$ cat src/rtl/mips_pkg.sv
// Shared types and encodings for the multicycle MIPS main controller.
package mips_pkg;

  typedef enum logic [3:0] {
    S_IDLE     = 4'd0,
    S_FETCH    = 4'd1,
    S_DECODE   = 4'd2,
    S_MEMADR   = 4'd3,
    S_MEMREAD  = 4'd4,
    S_MEMWB    = 4'd5,
    S_MEMWRITE = 4'd6,
    S_EXECUTE  = 4'd7,
    S_ALUWB    = 4'd8,
    S_BRANCH   = 4'd9,
    S_ADDIEX   = 4'd10,
    S_ADDIWB   = 4'd11,
    S_JUMP     = 4'd12
  } state_e;

  localparam logic [5:0] OP_RTYPE = 6'b000000;
  localparam logic [5:0] OP_LW    = 6'b100011;
  localparam logic [5:0] OP_SW    = 6'b101011;
  localparam logic [5:0] OP_BEQ   = 6'b000100;
  localparam logic [5:0] OP_BNE   = 6'b000101;
  localparam logic [5:0] OP_ADDI  = 6'b001000;
  localparam logic [5:0] OP_J     = 6'b000010;

  localparam logic [1:0] ALUOP_ADD   = 2'b00;
  localparam logic [1:0] ALUOP_SUB   = 2'b01;
  localparam logic [1:0] ALUOP_FUNCT = 2'b10;

  localparam logic [1:0] SRCB_REG    = 2'b00;
  localparam logic [1:0] SRCB_FOUR   = 2'b01;
  localparam logic [1:0] SRCB_IMM    = 2'b10;
  localparam logic [1:0] SRCB_IMMSH2 = 2'b11;

  localparam logic [1:0] PCSRC_ALURES = 2'b00;
  localparam logic [1:0] PCSRC_ALUOUT = 2'b01;
  localparam logic [1:0] PCSRC_JUMP   = 2'b10;

endpackage

$ cat src/rtl/mips_ctrl_outputs.sv
// Combinational state-to-output decode for the MIPS main controller.
module mips_ctrl_outputs
  import mips_pkg::*;
(
  input  logic [3:0] state_i,
  input  logic       mem_ready_i,
  input  logic       taken_i,
  input  logic       decode_illegal_i,
  output logic       mem_req_o,
  output logic       iord_o,
  output logic       memwrite_o,
  output logic       irwrite_o,
  output logic       regwrite_o,
  output logic       regdst_o,
  output logic       memtoreg_o,
  output logic       alusrca_o,
  output logic [1:0] alusrcb_o,
  output logic [1:0] pcsrc_o,
  output logic [1:0] aluop_o,
  output logic       pcen_o,
  output logic       illegal_op_o
);

  state_e state;
  logic   pcwrite;
  logic   branch;

  assign state = state_e'(state_i);

  always_comb begin
    mem_req_o    = 1'b0;
    iord_o       = 1'b0;
    memwrite_o   = 1'b0;
    irwrite_o    = 1'b0;
    regwrite_o   = 1'b0;
    regdst_o     = 1'b0;
    memtoreg_o   = 1'b0;
    alusrca_o    = 1'b0;
    alusrcb_o    = SRCB_REG;
    pcsrc_o      = PCSRC_ALURES;
    aluop_o      = ALUOP_ADD;
    illegal_op_o = 1'b0;
    pcwrite      = 1'b0;
    branch       = 1'b0;
    unique case (state)
      S_FETCH: begin
        mem_req_o = 1'b1;
        alusrcb_o = SRCB_FOUR;
        irwrite_o = mem_ready_i;
        pcwrite   = mem_ready_i;
      end
      S_DECODE: begin
        alusrcb_o    = SRCB_IMMSH2;
        illegal_op_o = decode_illegal_i;
      end
      S_MEMADR, S_ADDIEX: begin
        alusrca_o = 1'b1;
        alusrcb_o = SRCB_IMM;
      end
      S_MEMREAD: begin
        mem_req_o = 1'b1;
        iord_o    = 1'b1;
      end
      S_MEMWB: begin
        regwrite_o = 1'b1;
        memtoreg_o = 1'b1;
      end
      S_MEMWRITE: begin
        mem_req_o  = 1'b1;
        iord_o     = 1'b1;
        memwrite_o = 1'b1;
      end
      S_EXECUTE: begin
        alusrca_o = 1'b1;
        aluop_o   = ALUOP_FUNCT;
      end
      S_ALUWB: begin
        regwrite_o = 1'b1;
        regdst_o   = 1'b1;
      end
      S_BRANCH: begin
        alusrca_o = 1'b1;
        aluop_o   = ALUOP_SUB;
        pcsrc_o   = PCSRC_ALUOUT;
        branch    = 1'b1;
      end
      S_ADDIWB: regwrite_o = 1'b1;
      S_JUMP: begin
        pcsrc_o = PCSRC_JUMP;
        pcwrite = 1'b1;
      end
      default: ;
    endcase
  end

  assign pcen_o = pcwrite | (branch & taken_i);

endmodule

$ cat src/rtl/mips_main_controller.sv
// Multicycle MIPS main control FSM: state register, reset idle counter, next-state logic.
// Optional macro MIPS_BNE_EN adds BNE support through the BRANCH state.
module mips_main_controller
  import mips_pkg::*;
#(
  parameter int unsigned RESET_IDLE_CYCLES = 1
) (
  input  logic       clk,
  input  logic       rst_n,
  input  logic [5:0] opcode,
  input  logic       zero,
  input  logic       mem_ready,
  output logic       mem_req,
  output logic       iord,
  output logic       memwrite,
  output logic       irwrite,
  output logic       regwrite,
  output logic       regdst,
  output logic       memtoreg,
  output logic       alusrca,
  output logic [1:0] alusrcb,
  output logic [1:0] pcsrc,
  output logic [1:0] aluop,
  output logic       pcen,
  output logic       illegal_op
);

  localparam logic [3:0] IDLE_LAST = 4'(RESET_IDLE_CYCLES - 1);

  state_e     state_q, state_d;
  logic [3:0] idle_cnt_q, idle_cnt_d;
  logic       decode_illegal;
  logic       taken;

  always_ff @(posedge clk or negedge rst_n) begin
    if (!rst_n) begin
      state_q    <= S_IDLE;
      idle_cnt_q <= '0;
    end else begin
      state_q    <= state_d;
      idle_cnt_q <= idle_cnt_d;
    end
  end

`ifdef MIPS_BNE_EN
  // Branch polarity latched in DECODE: 1 means BNE (taken on ~zero).
  logic bne_q;

  always_ff @(posedge clk or negedge rst_n) begin
    if (!rst_n)
      bne_q <= 1'b0;
    else if (state_q == S_DECODE)
      bne_q <= (opcode == OP_BNE);
  end

  assign taken = zero ^ bne_q;
`else
  assign taken = zero;
`endif

  always_comb begin
    state_d        = state_q;
    idle_cnt_d     = idle_cnt_q;
    decode_illegal = 1'b0;
    unique case (state_q)
      S_IDLE: begin
        if (idle_cnt_q == IDLE_LAST) begin
          state_d    = S_FETCH;
          idle_cnt_d = '0;
        end else begin
          idle_cnt_d = idle_cnt_q + 4'd1;
        end
      end
      S_FETCH: if (mem_ready) state_d = S_DECODE;
      S_DECODE: begin
        case (opcode)
          OP_LW, OP_SW: state_d = S_MEMADR;
          OP_RTYPE:     state_d = S_EXECUTE;
          OP_BEQ:       state_d = S_BRANCH;
`ifdef MIPS_BNE_EN
          OP_BNE:       state_d = S_BRANCH;
`endif
          OP_ADDI:      state_d = S_ADDIEX;
          OP_J:         state_d = S_JUMP;
          default: begin
            state_d        = S_FETCH;
            decode_illegal = 1'b1;
          end
        endcase
      end
      S_MEMADR:   state_d = (opcode == OP_LW) ? S_MEMREAD : S_MEMWRITE;
      S_MEMREAD:  if (mem_ready) state_d = S_MEMWB;
      S_MEMWRITE: if (mem_ready) state_d = S_FETCH;
      S_EXECUTE:  state_d = S_ALUWB;
      S_ADDIEX:   state_d = S_ADDIWB;
      S_MEMWB, S_ALUWB, S_BRANCH, S_ADDIWB, S_JUMP: state_d = S_FETCH;
      default:    state_d = S_IDLE;
    endcase
  end

  mips_ctrl_outputs u_outputs (
    .state_i          (state_q),
    .mem_ready_i      (mem_ready),
    .taken_i          (taken),
    .decode_illegal_i (decode_illegal),
    .mem_req_o        (mem_req),
    .iord_o           (iord),
    .memwrite_o       (memwrite),
    .irwrite_o        (irwrite),
    .regwrite_o       (regwrite),
    .regdst_o         (regdst),
    .memtoreg_o       (memtoreg),
    .alusrca_o        (alusrca),
    .alusrcb_o        (alusrcb),
    .pcsrc_o          (pcsrc),
    .aluop_o          (aluop),
    .pcen_o           (pcen),
    .illegal_op_o     (illegal_op)
  );

endmodule
$ cat config.mk
export PLATFORM = sky130hd
export DESIGN_NAME = mips_main_controller
export DESIGN_NICKNAME = d
export VERILOG_FILES = /design/src/rtl/mips_pkg.sv /design/src/rtl/mips_ctrl_outputs.sv /design/src/rtl/mips_main_controller.sv
export SDC_FILE = /design/constraint.sdc
export NUM_CORES = 1
export LEC_CHECK = 0
export BUFFER_PORTS_ARGS = -buffer_cell sky130_fd_sc_hd__clkbuf_2
export CELL_PAD_IN_SITES_DETAIL_PLACEMENT = 1
export CELL_PAD_IN_SITES_GLOBAL_PLACEMENT = 2
export CORE_MARGIN = 1
export CORE_UTILIZATION = 27
export CTS_CLUSTER_DIAMETER = 40
export DETAILED_ROUTE_END_ITERATION = 10
export PLACE_DENSITY = 0.79
export SYNTH_ARGS = -nofsm -noshare
export SYNTH_HDL_FRONTEND = slang
export SYNTH_SLANG_ARGS = --single-unit
$ cat constraint.sdc
create_clock -name clk -period 1.7 [get_ports clk]
set_input_delay 0.085 -clock clk [delete_from_list [all_inputs] [get_ports clk]]
set_output_delay 0.085 -clock clk [all_outputs]
set_load 0.005 [all_outputs]
* Word-level counts from Yosys, hierarchy flattened *
Index checks and enable logic that the tools add are counted.
W data, S select, Z words.

storage, ports and cells
  register bits = 8
  output and inout bits = 16
  logic and storage cells = 61

cells by class
  add/sub/neg operators = 1
  equal/unequal tests = 21
  multiplexer cells = 23
  bitwise gates (word level) = 2
  reduce and logical (&&, ||, !) cells = 12

operator list
  kind                   count
  $pmux W4 S9            1
  $eq A4 B4 Y1 const B   5
  $mux W4                5
  $pmux W4 S5            1
  $eq A4 B3 Y1 const B   4
  $eq A6 B6 Y1 const B   2
  $mux W1                11
  $eq A4 B2 Y1 const B   2
  $logic_not A4 Y1       2
  $ne A2 B2 Y1 const B   4
  $pmux W2 S2            2
  $eq A6 B2 Y1 const B   1
  $eq A6 B3 Y1 const B   1
  $eq A6 B4 Y1 const B   1
  $logic_not A6 Y1       1
  $pmux W2 S3            1
  $reduce_or A2 Y1       3
  $reduce_or A3 Y1       2
  $reduce_or A6 Y1       1
  $reduce_or A5 Y1       1
  $add A4 B1 Y4 const B  1
  $eq A4 B1 Y1 const B   1
  $reduce_and A4 Y1      1
  $reduce_or A4 Y1       1
  4 further kinds        4

* Logic depth before layout (Yosys ltp) *
  depth after elaboration = 4
  depth in mapped cells = 6
  gate-level depth less buffers = 6

* By module *
Synthesis repeated with hierarchy kept, for this count alone.

unflattened totals
  cells, all modules = 107
  area total of the unflattened synthesis = 847.1 µm²

by module, submodules not included
  module                instances  cells each  area each (µm²)  seq. area each (µm²)
  mips_main_controller  1          75          635.6            200.2
  mips_ctrl_outputs     1          32          211.5            0.0

* Least setup slack after synthesis *
No wires, ideal clock.

  path type = flip-flop to flip-flop
  from = register idle_cnt_q[0]
  to = register state_q[2]
  setup time = 0.101 ns
  arrival time = 1.373 ns
  setup slack = 0.227 ns
  stages on the path, launching flop included = 7
  path buffers = 0
  cells stage by stage = dfrtp_1 -> inv_1 -> ha_1 -> or3b_1 -> a2bb2oi_1 -> o311ai_1 -> o32ai_1

on the way
  word-level cells in the longest chain between the ends = 3

RTL lines
  element                             line                        source
  from (decl)                         mips_main_controller.sv:31  logic [3:0] idle_cnt_q, idle_cnt_d;
  from (signal assigned)              mips_main_controller.sv:41  idle_cnt_q <= idle_cnt_d;
  $logic_not A4 Y1                    mips_main_controller.sv:67  if (idle_cnt_q == IDLE_LAST) begin
  $ne A2 B2 Y1 (no source line)       -
  $reduce_and A4 Y1 (no source line)  -
  to (signal assigned)                mips_main_controller.sv:40  state_q <= state_d;
  to (decl)                           mips_main_controller.sv:30  state_e state_q, state_d;

No other way between the ends.
A chain may end at the register's enable or synchronous reset.

* Final worst setup path *
  from = register state_q[3]
  to = output port pcen

on the way
  word-level cells in the longest chain between the ends = 4
  elaborated cells on any way between the ends = 7
  classes of those cells = eq/ne (3); mux (2); bitwise (2)

RTL lines
  element           line                        source
  $eq A4 B4 Y1      mips_ctrl_outputs.sv:45     unique case (state)
  $mux W1           mips_ctrl_outputs.sv:45
  $and A1 B1 Y1     mips_ctrl_outputs.sv:96     assign pcen_o = pcwrite | (branch & taken_i);
  $or A1 B1 Y1 (*)  mips_ctrl_outputs.sv:96
  to (decl)         mips_main_controller.sv:24  output logic pcen,

Mark *: on every way between the ends. The rest lies on a longest branch, timed or not.

==> impl_metrics.toml <==
[worst_setup_path]
start_kind = "register"
crit_start = "state_q[3]"
critPathKind = "reg2out"
arrival_ns = 1.51
critPathCaptureType = "output port"
max_stage_delay_ns = 0.51
worst_path_max_delay_cell = "dfrtp_2"
cp.required_ns = 1.62
r2r-start = "idle_cnt_q[0]"
crit_chain = "nand2b_1 -> nor2_1 -> a211o_1 -> clkbuf_2"
crit_family = "flip-flops"
path_buf_inv = 1
critPathMaxFanout = 14

[global_routing]
grt_max_degree = 16
grt.total_usage_pct = 14.70
grt_pass1_vias = 881
grt_pass1_wl_mm = 3.774
antenna_found_initial = 0
grt-ovfl-total = 0

[worst_hold_path]
min-delay-start = "mem_ready"
holdCritPathClass = "in2reg"

[cells_and_area]
num_antenna_cells = 0
nNetsFinal = 141
syn2layout_area_growth_pct = 25.60
drive_above_1_share_pct = 34.65

[yosys]
syn_inst = 101
yosys-top-cells-area = "dfrtp_1 (25%), nor2_1 (7.2%), nand2b_1 (4.0%)"
ys_seq_area_share_pct = 25.44
async_flop_share_pct = 100.0
syn_area_um2 = 787.0
syn_avg_cell_area_um2 = 7.792
ys_ff_latch = 8
synth_area_leader_cell = "dfrtp_1"
ys.flop_type = "dfrtp_1"
synth_cell_types = 39
synth_top_area_share_pct = 25.44
ys_warn_count = 0
synth_nets = 113
synth-edff-count = 0

[routing]
vias = 844
drtIter0Drc = 8
viasPerCell = 5.342
postRouteWirelength_mm = 2.216
postRouteAntennaNets = 0
wire_per_inst_um = 14.03
first_pass_iters = 4
drcViolationCount = 0

[power]
power_density_mw_per_mm2 = 1324
peakVddDrop_mv = 0.6686
leakagePower_nw = 0.4522

[sta]
fin_ws_ns = 0.1077
rsz0062_at_grt = "false"
finalHoldViolations = 0
final_max_slew_viol_count = 0
final.period_utilization_pct = 93.67
tightest_slew_ns = 0.3956
tns_ns = 0
fin_crit_ns = 1.592
slew_headroom_pct = 73.43
skew_ns = 0.005002
report.final.setup_viol = 0
fmax_mhz = 628.0

[clock_tree]
insertion_delay_ns = 0.25
clk_path_buf_depth = 2
cts_sinks = 8
cts_buffers = 3
clkSlewWorstSetupHoldPaths_ns = 0.05
cts_setup_buffers = 0
htreeDepth = 1
cts_root_buf = "clkbuf_4"
cts_tree = "done"

[placement]
gp_congestion = 0.7714
placement.io_buffers = 25
dp_slack_ns = 0.02480
dp_hpwl_mm = 1.723

[floorplanning]
die_height_um = 55.99
rows = 19
die_w_um = 55.99
initial_core_util_pct = 28.54
io-pin-count = 26
die-area_mm2 = 0.003135
coreArea_mm2 = 0.002758

[run_status]
status = "finished, final reports clean"

[flow_run]
drv_cap = 0
[power by group]
group | leakage (nW) | internal [mW] | switching, mW
combinational | 0.336 | 0.395 | 0.450
sequential | 0.102 | 0.235 | 0.0874
clock | 0.0138 | 0.0805 | 0.0611
[path summary, 6_finish.rpt]
path,depth (start not counted),slack (ns),end
min,2,0.15,state_q[2]
min reg2reg,1,0.48,idle_cnt_q[3]
min in group asynchronous,2,0.21,idle_cnt_q[3]
max reg2reg,6,0.12,state_q[1]
max,4,0.11,pcen
max in group asynchronous,2,1.30,state_q[3]
[registers in the layout, indices dropped and copies added, names as in the netlist]
signal / cells
idle_cnt_q: 4
state_q: 4
[timing repair]
action	CTS	global route
endpoints found under the setup margin	2	8
hold endpoints to repair	8	0
gates resized for setup	2	6
hold buffers	1	0
[placed cells by master (no fill, tap or decap), types with 2 or more instances in the layout]
cell      instances
dfrtp_1           5
inv_1             5
o31ai_1           2
mux2i_1           2
nor3_1            5
clkbuf_4          3
nand2_1           6
o21a_1            2
a21oi_1           5
a21o_1            2
a211oi_1          2
dfrtp_2           3
buf_4             4
ha_1              2
o21ai_0           5
nor2_1           15
o22ai_1           2
nand2b_2          2
clkbuf_2         25
nand2b_1          3
xnor2_1           2
and3_1            2
nand3_1           2
[metal layers]
metal / wire length [um] / up-vias / GRT usage, %
met5: 0 / - / 0
met4: 13 / 0 / 2.091
met3: 67 / 2 / 3.023
met2: 1092 / 18 / 26.19
met1: 1043 / 404 / 18.61
li1: - / 420 / -
[cells by family (layout without fill, tap and decap cells)]
| family | Yosys count | count (layout) | share of synthesized area (%) |
|---|---|---|---|
| fa+ha+maj | 2 | 2 | 3.179 |
| xor+xnor | 3 | 3 | 3.339 |
| buf+inv | 12 | 38 | 8.584 |
| compound gates | 30 | 30 | 25.91 |
| flops | 8 | 8 | 25.44 |
| mux | 2 | 2 | 2.544 |
| simple gates | 44 | 44 | 31.00 |
[Yosys cell counts, types with 4 or more instances]
cell      instances
a21oi_1           5
buf_2             4
dfrtp_1           8
inv_1             5
nand2_1           6
nand2b_1          5
nor2_1           15
nor3_1            5
o21ai_0           5
[cell type report]
class	instances	area, um2
clock buffer	3	22.52
fill	353	1769
inverter	5	18.77
multi-input combinational	81	539.3
sequential	8	203.9
tap	31	38.79
timing repair buffer	30	165.2
[stage by stage]
stage	total power [mW]	instances	instance area, um2	utilization [%]	hold slack, ns
4_1_cts	1.307	158	972.2	35.25	0.1437
5_1_grt	1.430	158	988.4	35.84	0.1696
3_3_place_gp	1.128	154	932.1	33.80	-0.06004
3_5_place_dp	1.151	154	932.1	33.80	-0.05994
6_report	1.309	158	988.4	35.84	0.1475
2_1_floorplan	0.8932	101	787.0	-	-0.2106
Power figures use the tool's default switching activity.
